**src/rtl/vga_timing_gen_if.sv**
```systemverilog
// vga_timing_gen_if: display-side signal bundle of the VGA timing generator.
//   rgb_in     : pixel colour from the drawing modules (into the generator)
//   row, col   : stage-0 line / pixel counters
//   visible    : stage-0 active-area flag
//   frame_tick : stage-0 one-cycle pulse at the start of vertical blanking
//   hsync,vsync: stage-1 sync outputs to the monitor
//   rgb_out    : stage-1 colour to the DAC/pins
// master = the timing generator, slave = the drawing/consumer side.
interface vga_timing_gen_if;
  logic [2:0] rgb_in;
  logic [9:0] row;
  logic [9:0] col;
  logic       visible;
  logic       frame_tick;
  logic       hsync;
  logic       vsync;
  logic [2:0] rgb_out;

  modport master (
    input  rgb_in,
    output row, col, visible, frame_tick, hsync, vsync, rgb_out
  );

  modport slave (
    output rgb_in,
    input  row, col, visible, frame_tick, hsync, vsync, rgb_out
  );
endinterface

```
**src/rtl/vga_timing_gen.sv**
```systemverilog
// vga_timing_gen: VGA raster timing generator.
// Stage 0 is a free-running col/row counter pair with combinational decodes
// (visible, frame_tick, raw syncs). Stage 1 registers the syncs and the
// blanked colour so they leave the block one clock after row/col.
// Ports:
//   clock : pixel clock, rising edge
//   reset : synchronous, active-high
//   bus   : vga_timing_gen_if.master (rgb_in in; counters, decodes, syncs, rgb_out out)
module vga_timing_gen #(
  parameter int unsigned H_VISIBLE   = 640,
  parameter int unsigned H_FRONT     = 16,
  parameter int unsigned H_SYNC      = 96,
  parameter int unsigned H_BACK      = 48,
  parameter int unsigned V_VISIBLE   = 480,
  parameter int unsigned V_FRONT     = 10,
  parameter int unsigned V_SYNC      = 2,
  parameter int unsigned V_BACK      = 33,
  parameter logic        SYNC_ACTIVE = 1'b0
) (
  input  logic             clock,
  input  logic             reset,
  vga_timing_gen_if.master bus
);

  localparam int unsigned CNT_W        = 10;
  localparam int unsigned RGB_W        = 3;
  localparam int unsigned H_TOTAL      = H_VISIBLE + H_FRONT + H_SYNC + H_BACK;
  localparam int unsigned V_TOTAL      = V_VISIBLE + V_FRONT + V_SYNC + V_BACK;
  localparam int unsigned H_SYNC_START = H_VISIBLE + H_FRONT;
  localparam int unsigned H_SYNC_END   = H_SYNC_START + H_SYNC;
  localparam int unsigned V_SYNC_START = V_VISIBLE + V_FRONT;
  localparam int unsigned V_SYNC_END   = V_SYNC_START + V_SYNC;

  logic [CNT_W-1:0] col_q, col_d;
  logic [CNT_W-1:0] row_q, row_d;
  logic             hsync_q, hsync_d;
  logic             vsync_q, vsync_d;
  logic [RGB_W-1:0] rgb_q, rgb_d;

  logic col_wrap;
  logic row_wrap;
  logic visible_s0;
  logic frame_tick_s0;
  logic hsync_s0;
  logic vsync_s0;

  // Stage 0: counter next-state and raster decodes
  always_comb begin
    col_wrap      = (col_q == CNT_W'(H_TOTAL - 1));
    row_wrap      = (row_q == CNT_W'(V_TOTAL - 1));
    col_d         = col_wrap ? '0 : col_q + CNT_W'(1);
    row_d         = row_q;
    if (col_wrap) begin
      row_d = row_wrap ? '0 : row_q + CNT_W'(1);
    end

    visible_s0    = (col_q < CNT_W'(H_VISIBLE)) && (row_q < CNT_W'(V_VISIBLE));
    frame_tick_s0 = (row_q == CNT_W'(V_VISIBLE)) && (col_q == '0);
    hsync_s0      = (col_q >= CNT_W'(H_SYNC_START)) && (col_q < CNT_W'(H_SYNC_END));
    vsync_s0      = (row_q >= CNT_W'(V_SYNC_START)) && (row_q < CNT_W'(V_SYNC_END));
  end

  // Stage 1 next values: polarity-mapped syncs and blanked colour
  always_comb begin
    hsync_d = hsync_s0 ? SYNC_ACTIVE : ~SYNC_ACTIVE;
    vsync_d = vsync_s0 ? SYNC_ACTIVE : ~SYNC_ACTIVE;
    rgb_d   = visible_s0 ? bus.rgb_in : '0;
  end

  // State registers for both stages
  always_ff @(posedge clock) begin
    if (reset) begin
      col_q   <= '0;
      row_q   <= '0;
      hsync_q <= ~SYNC_ACTIVE;
      vsync_q <= ~SYNC_ACTIVE;
      rgb_q   <= '0;
    end else begin
      col_q   <= col_d;
      row_q   <= row_d;
      hsync_q <= hsync_d;
      vsync_q <= vsync_d;
      rgb_q   <= rgb_d;
    end
  end

  assign bus.row        = row_q;
  assign bus.col        = col_q;
  assign bus.visible    = visible_s0;
  assign bus.frame_tick = frame_tick_s0;
  assign bus.hsync      = hsync_q;
  assign bus.vsync      = vsync_q;
  assign bus.rgb_out    = rgb_q;

endmodule

```
**src/flat_wrapper.sv**
```systemverilog
// flat-port wrapper written by rule: the top's interface ports become plain ports
module vga_timing_gen_flat 
#(
  parameter int unsigned H_VISIBLE   = 640,
  parameter int unsigned H_FRONT     = 16,
  parameter int unsigned H_SYNC      = 96,
  parameter int unsigned H_BACK      = 48,
  parameter int unsigned V_VISIBLE   = 480,
  parameter int unsigned V_FRONT     = 10,
  parameter int unsigned V_SYNC      = 2,
  parameter int unsigned V_BACK      = 33,
  parameter logic        SYNC_ACTIVE = 1'b0
)
  (clock, reset, bus_rgb_in, bus_row, bus_col, bus_visible, bus_frame_tick, bus_hsync, bus_vsync, bus_rgb_out);
  vga_timing_gen_if bus_i ();
  input  logic clock;
  input  logic reset;
  input wire logic [$bits(bus_i.rgb_in)-1:0] bus_rgb_in;
  output wire logic [$bits(bus_i.row)-1:0] bus_row;
  output wire logic [$bits(bus_i.col)-1:0] bus_col;
  output wire logic [$bits(bus_i.visible)-1:0] bus_visible;
  output wire logic [$bits(bus_i.frame_tick)-1:0] bus_frame_tick;
  output wire logic [$bits(bus_i.hsync)-1:0] bus_hsync;
  output wire logic [$bits(bus_i.vsync)-1:0] bus_vsync;
  output wire logic [$bits(bus_i.rgb_out)-1:0] bus_rgb_out;
  assign bus_i.rgb_in = bus_rgb_in;
  assign bus_row = bus_i.row;
  assign bus_col = bus_i.col;
  assign bus_visible = bus_i.visible;
  assign bus_frame_tick = bus_i.frame_tick;
  assign bus_hsync = bus_i.hsync;
  assign bus_vsync = bus_i.vsync;
  assign bus_rgb_out = bus_i.rgb_out;
  vga_timing_gen #(.H_VISIBLE(H_VISIBLE), .H_FRONT(H_FRONT), .H_SYNC(H_SYNC), .H_BACK(H_BACK), .V_VISIBLE(V_VISIBLE), .V_FRONT(V_FRONT), .V_SYNC(V_SYNC), .V_BACK(V_BACK), .SYNC_ACTIVE(SYNC_ACTIVE)) u_core (.clock(clock), .reset(reset), .bus(bus_i));
endmodule
```
**config.mk**
```make
export PLATFORM = sky130hd
export DESIGN_NAME = vga_timing_gen_flat
export DESIGN_NICKNAME = d
export VERILOG_FILES = /design/src/rtl/vga_timing_gen_if.sv /design/src/rtl/vga_timing_gen.sv /design/src/flat_wrapper.sv
export SDC_FILE = /design/constraint.sdc
export NUM_CORES = 1
export LEC_CHECK = 0
export BUFFER_PORTS_ARGS = -buffer_cell sky130_fd_sc_hd__buf_2
export CORE_MARGIN = 10
export CORE_UTILIZATION = 54
export DETAILED_ROUTE_END_ITERATION = 8
export MAX_ROUTING_LAYER = met4
export PLACE_DENSITY = 0.85
export SYNTH_ARGS = -nofsm -noshare
export SYNTH_HDL_FRONTEND = slang
export SYNTH_SLANG_ARGS = --single-unit
```
**constraint.sdc**
```tcl
create_clock -name clock -period 3.5 [get_ports clock]
set_input_delay 0.175 -clock clock [delete_from_list [all_inputs] [get_ports clock]]
set_output_delay 0.175 -clock clock [all_outputs]
set_load 0.02 [all_outputs]
```
## Word level (Yosys, flattened, before mapping)

Index checks and enable logic that the tools add are counted.

- Input bits: 5
- Word-level logic and storage cells: 27
- Output and inout bits: 27
- Flip-flop bits (word level): 25

- Mux-type cells: 3
- Reduce and logical (&&, ||, !) cells: 7
- Equal/unequal tests: 3
- $add $sub $neg: 2
- Bitwise logic cells: 1
- Magnitude comparators: 6

Operators with widths:

| kind | number |
|---|---|
| adder 10 x 1 -> 10 bit (second input constant) | 2 |
| == test 10 bit (second input constant) | 2 |
| less-than comparator 10 bit (second input constant) | 2 |
| less-than comparator 10 x 9 -> 1 bit (second input constant) | 2 |
| == test 10 x 9 -> 1 bit (second input constant) | 1 |
| >= comparator 10 bit (second input constant) | 1 |
| >= comparator 10 x 9 -> 1 bit (second input constant) | 1 |
| logical NOT 10 bit | 1 |
| two-way mux 10 bit | 1 |
| logical AND 1 bit | 4 |
| OR reduction 2 bit | 2 |
| two-way mux 1 bit | 2 |
| inverter 1 bit | 1 |

## Logic depth before layout (Yosys ltp)

- Depth after elaboration: 4
- Mapped depth: 6
- Mapped depth without buffers: 6

## Least setup slack after synthesis

Ideal clock, no wire load.

- Kind: register to register
- Start point: reg u_core.col_q[4], in the netlist u_core.bus.col[4]
- End point: reg u_core.row_q[4], in the netlist u_core.bus.row[4]
- Slack: 1,475 ps
- Period minus slack after synthesis: 2,025 ps
- Library setup time: 70 ps
- Arrival: 1,955 ps
- Data required time: 3,430 ps
- Stages on the path, launching flop included: 7
- Path buffers: 2
- Cells stage by stage: dfxtp_1 -> buf_4 -> or3b_4 -> or3_4 -> buf_6 -> or3_1 -> a21oi_1

- Cells in the longest elaborated chain, start to end: 1

Ends and longest elaborated chain:

| what | line | source |
|---|---|---|
| start, declared | vga_timing_gen.sv:34 | `logic [CNT_W-1:0] col_q, col_d;` |
| start signal, assigned | vga_timing_gen.sv:79 | `col_q <= col_d;` |
| == test 10 bit | vga_timing_gen.sv:49 | `col_wrap = (col_q == CNT_W'(H_TOTAL - 1));` |
| end signal, assigned | vga_timing_gen.sv:80 | `row_q <= row_d;` |
| end, declared | vga_timing_gen.sv:35 | `logic [CNT_W-1:0] row_q, row_d;` |

Every way passes these cells.
A chain may end at the register's enable or synchronous reset.

## Final worst setup path

- Start point: reg u_core.col_q[0], in the netlist u_core.bus.col[0]
- End point: reg u_core.row_q[9], in the netlist u_core.bus.row[9]

The elaborated chain is that of the path after synthesis.

==> metrics.txt <==
status=finished, final reports clean; power per cell area=328 nW/um^2; Area growth syn-to-layout=16.1%; fin. max-slew vios=0; footprint of the multi-input gates=642 sq um; routability cong.=0.870; maxcap violations=0; TritonCTS Sinks=25; Synth area leaders=dfxtp_1 (42%), nor2_1 (4.4%), ha_1 (4.2%); crit path DAT=2.36 ns; Die ar.=4490 sq um; DR vias=1127; R2R depth=5; final hold violations=0; drt total wl=2.89 mm; PortBufs=31; min-delay worst type=primary input to flip-flop; Setup Skew=0.0143 ns; Syn Area/Cell=8.72 sq um; metal3 WL=236 microns; Tmin final=2.08 ns; global route total overflow=0; row cnt=16; Ys Warns=0; Mapped Area=1190 sq um; Fillers=177; Synth Instances=137; DRC Markers=0; CTS max path bufs=2; Highest Signal Layer=met4; crit path from=u_core.bus.col[0]; register area=500 sq um; I/O pin cnt=32; Psw=0.110 mW; mux cell area share after synthesis=0; first-pass GRT wire length=4.58 mm; FF+latch count, synth=25; worst reg2reg path startpoint=u_core.bus.col[0]; Crit path required time=3.78 ns; FMAX=481 MHz; clock share of power=0.290; RSZ-0062 raised after global routing=no; Worst slew margin=0.709; WL met1=1.20 mm; Starting Density=0.585; Post-synth ARST share=0; Setup Total Neg Slack=0 ns; n_diodes=0; initial antenna violation count=0; Tot Pwr=0.455 mW; VDD IR-drop max=0.000305 V; Combinational Power Share=0.065; met2 wire length=1.40 mm; adder-cell share of the synthesized area=0.0419; TritonCTS Buffers=3; post-CTS sizing=0; most frequent cell after synthesis=dfxtp_1; crit-path max FO=9; EDFF count, synth=0; clock latency on the worst-skew pair=0.33 ns; DRT iter0 DRCs=59; Die Y=67.0 microns; Die X=67.0 microns; Post-CTS Hold Buffers=0; hpwl dp=2.18 mm; Tcrit/Tclk final=0.594; Seq pwr share=0.645; largest net degree at the start of global routing=16; Crit Path Class=flip-flop to flip-flop; Startpoint Class=flip-flop; Critical Path End Type=flip-flop; Vias/cell=5.78; main combinational cell family by area after synthesis=simple AND/OR/NAND/NOR gates; Synth top area share=0.419; wire per inst=14.8 microns; Hold Path Stages=2; Root Buffer=clkbuf_4; xor/xnor share of the synthesized area=0.0660; antenna viol nets, final=0; Setup violations, final=0; post-synthesis sequential area ratio=0.419; Slew @ Worst Pin=0.431 ns; CTS tree=built; Syn Nets=146; sw frac=0.242; nets@finish=178; Hold Crit Start=bus_rgb_in[0]; Post-synth top cells=dfxtp_1 (25), nor2_1 (14), a21oi_1 (9); TritonRoute pass-1 iters=4; Setup Fix Bufs, Post-CTS=0; Simple-Gate Fraction of Synth Area=0.349; synth unique cells=33; ys flop type=dfxtp_1; core box area=2040 sq um; Synth area leader=dfxtp_1; Compound-Gate Fraction of Synth Area=0.0806; cell-internal power=0.345 mW; number of global-route vias before repair=1047; htree depth=1; CTS clk-pin slew, worst paths=0.14 ns; layout cell share with drive strength beyond 1=0.238; P_leak=0.555 nW; overall routing resource usage=0.133
-- cell type report --
class / instances / share of cell area
clock buffer: 3 / 0.0162
clock inverter: 1 / 0.00541
inverter: 7 / 0.0189
multi-input combinational: 101 / 0.463
sequential: 25 / 0.361
tap: 27 / 0.0243
timing repair buffer: 31 / 0.112
-- metal layers --
metal	global-route usage	vias to the layer above
li1	-	546
met1	0.130	539
met2	0.235	38
met3	0.0535	4
met4	0.0436	0
met5	-	-
-- worst max-delay path, cell delays in order, from the launching register on --
cell and delay, ns:
dfxtp_1 0.44, ha_1 0.22, nand3_1 0.27, or4_4 0.64
or3_1 0.32, a21oi_1 0.14
-- registers in the layout, summed over array words and instances (netlist names) --
| signal | cells |
|---|---|
| u_core.bus.row | 10 |
| u_core.bus.hsync | 1 |
| u_core.bus.col | 10 |
| u_core.bus.rgb_out | 3 |
| u_core.bus.vsync | 1 |
-- power groups by stage --
| stage | logic, mW | registers (mW) | clock network, mW |
|---|---|---|---|
| after floorplan | 0.0131 | 0.305 | 0 |
| after global placement | 0.0285 | 0.299 | 0 |
| after detailed placement | 0.0296 | 0.300 | 0 |
| after CTS | 0.0299 | 0.294 | 0.134 |
| after global routing | 0.0321 | 0.295 | 0.146 |
| final | 0.0296 | 0.293 | 0.132 |
-- layout by cell type (no fill, tap or decap), types with 6 or more instances in the layout --
cell type  instances
nand4_1            7
buf_2             31
dfxtp_1           25
inv_1              7
a21oi_1            9
or3_1              8
nand2_1            8
nand3_1            6
o21ai_0            8
nor2_1            14
-- per-stage QoR --
step | util | setup slack [ns] | hold slack [ns] | cells | area (sq um)
after floorplan | - | 1.47 | 0.297 | 137 | 1190
after global placement | 0.665 | 1.57 | 0.380 | 191 | 1360
after detailed placement | 0.665 | 1.47 | 0.381 | 191 | 1360
after CTS | 0.680 | 1.44 | 0.0378 | 195 | 1390
after global routing | 0.680 | 1.30 | 0.0177 | 195 | 1390
final | 0.680 | 1.42 | 0.0301 | 195 | 1390
-- worst paths after layout --
path | end | slack, ns
hold reg to reg | u_core.bus.col[0] | 0.53
hold / removal | u_core.bus.rgb_out[0] | 0.03
setup / recovery | u_core.bus.row[9] | 1.42
setup reg to reg | u_core.bus.row[9] | 1.42
-- kinds of logic after synthesis --
group,count (synthesis)
XOR/XNOR,9
AND/OR/NAND/NOR,70
buffers and inverters,11
AO/OA/AOI/OAI,18
adder cells (fa/ha/maj),4
flip-flops,25
Note: power is estimated with default switching activity, not from simulation.
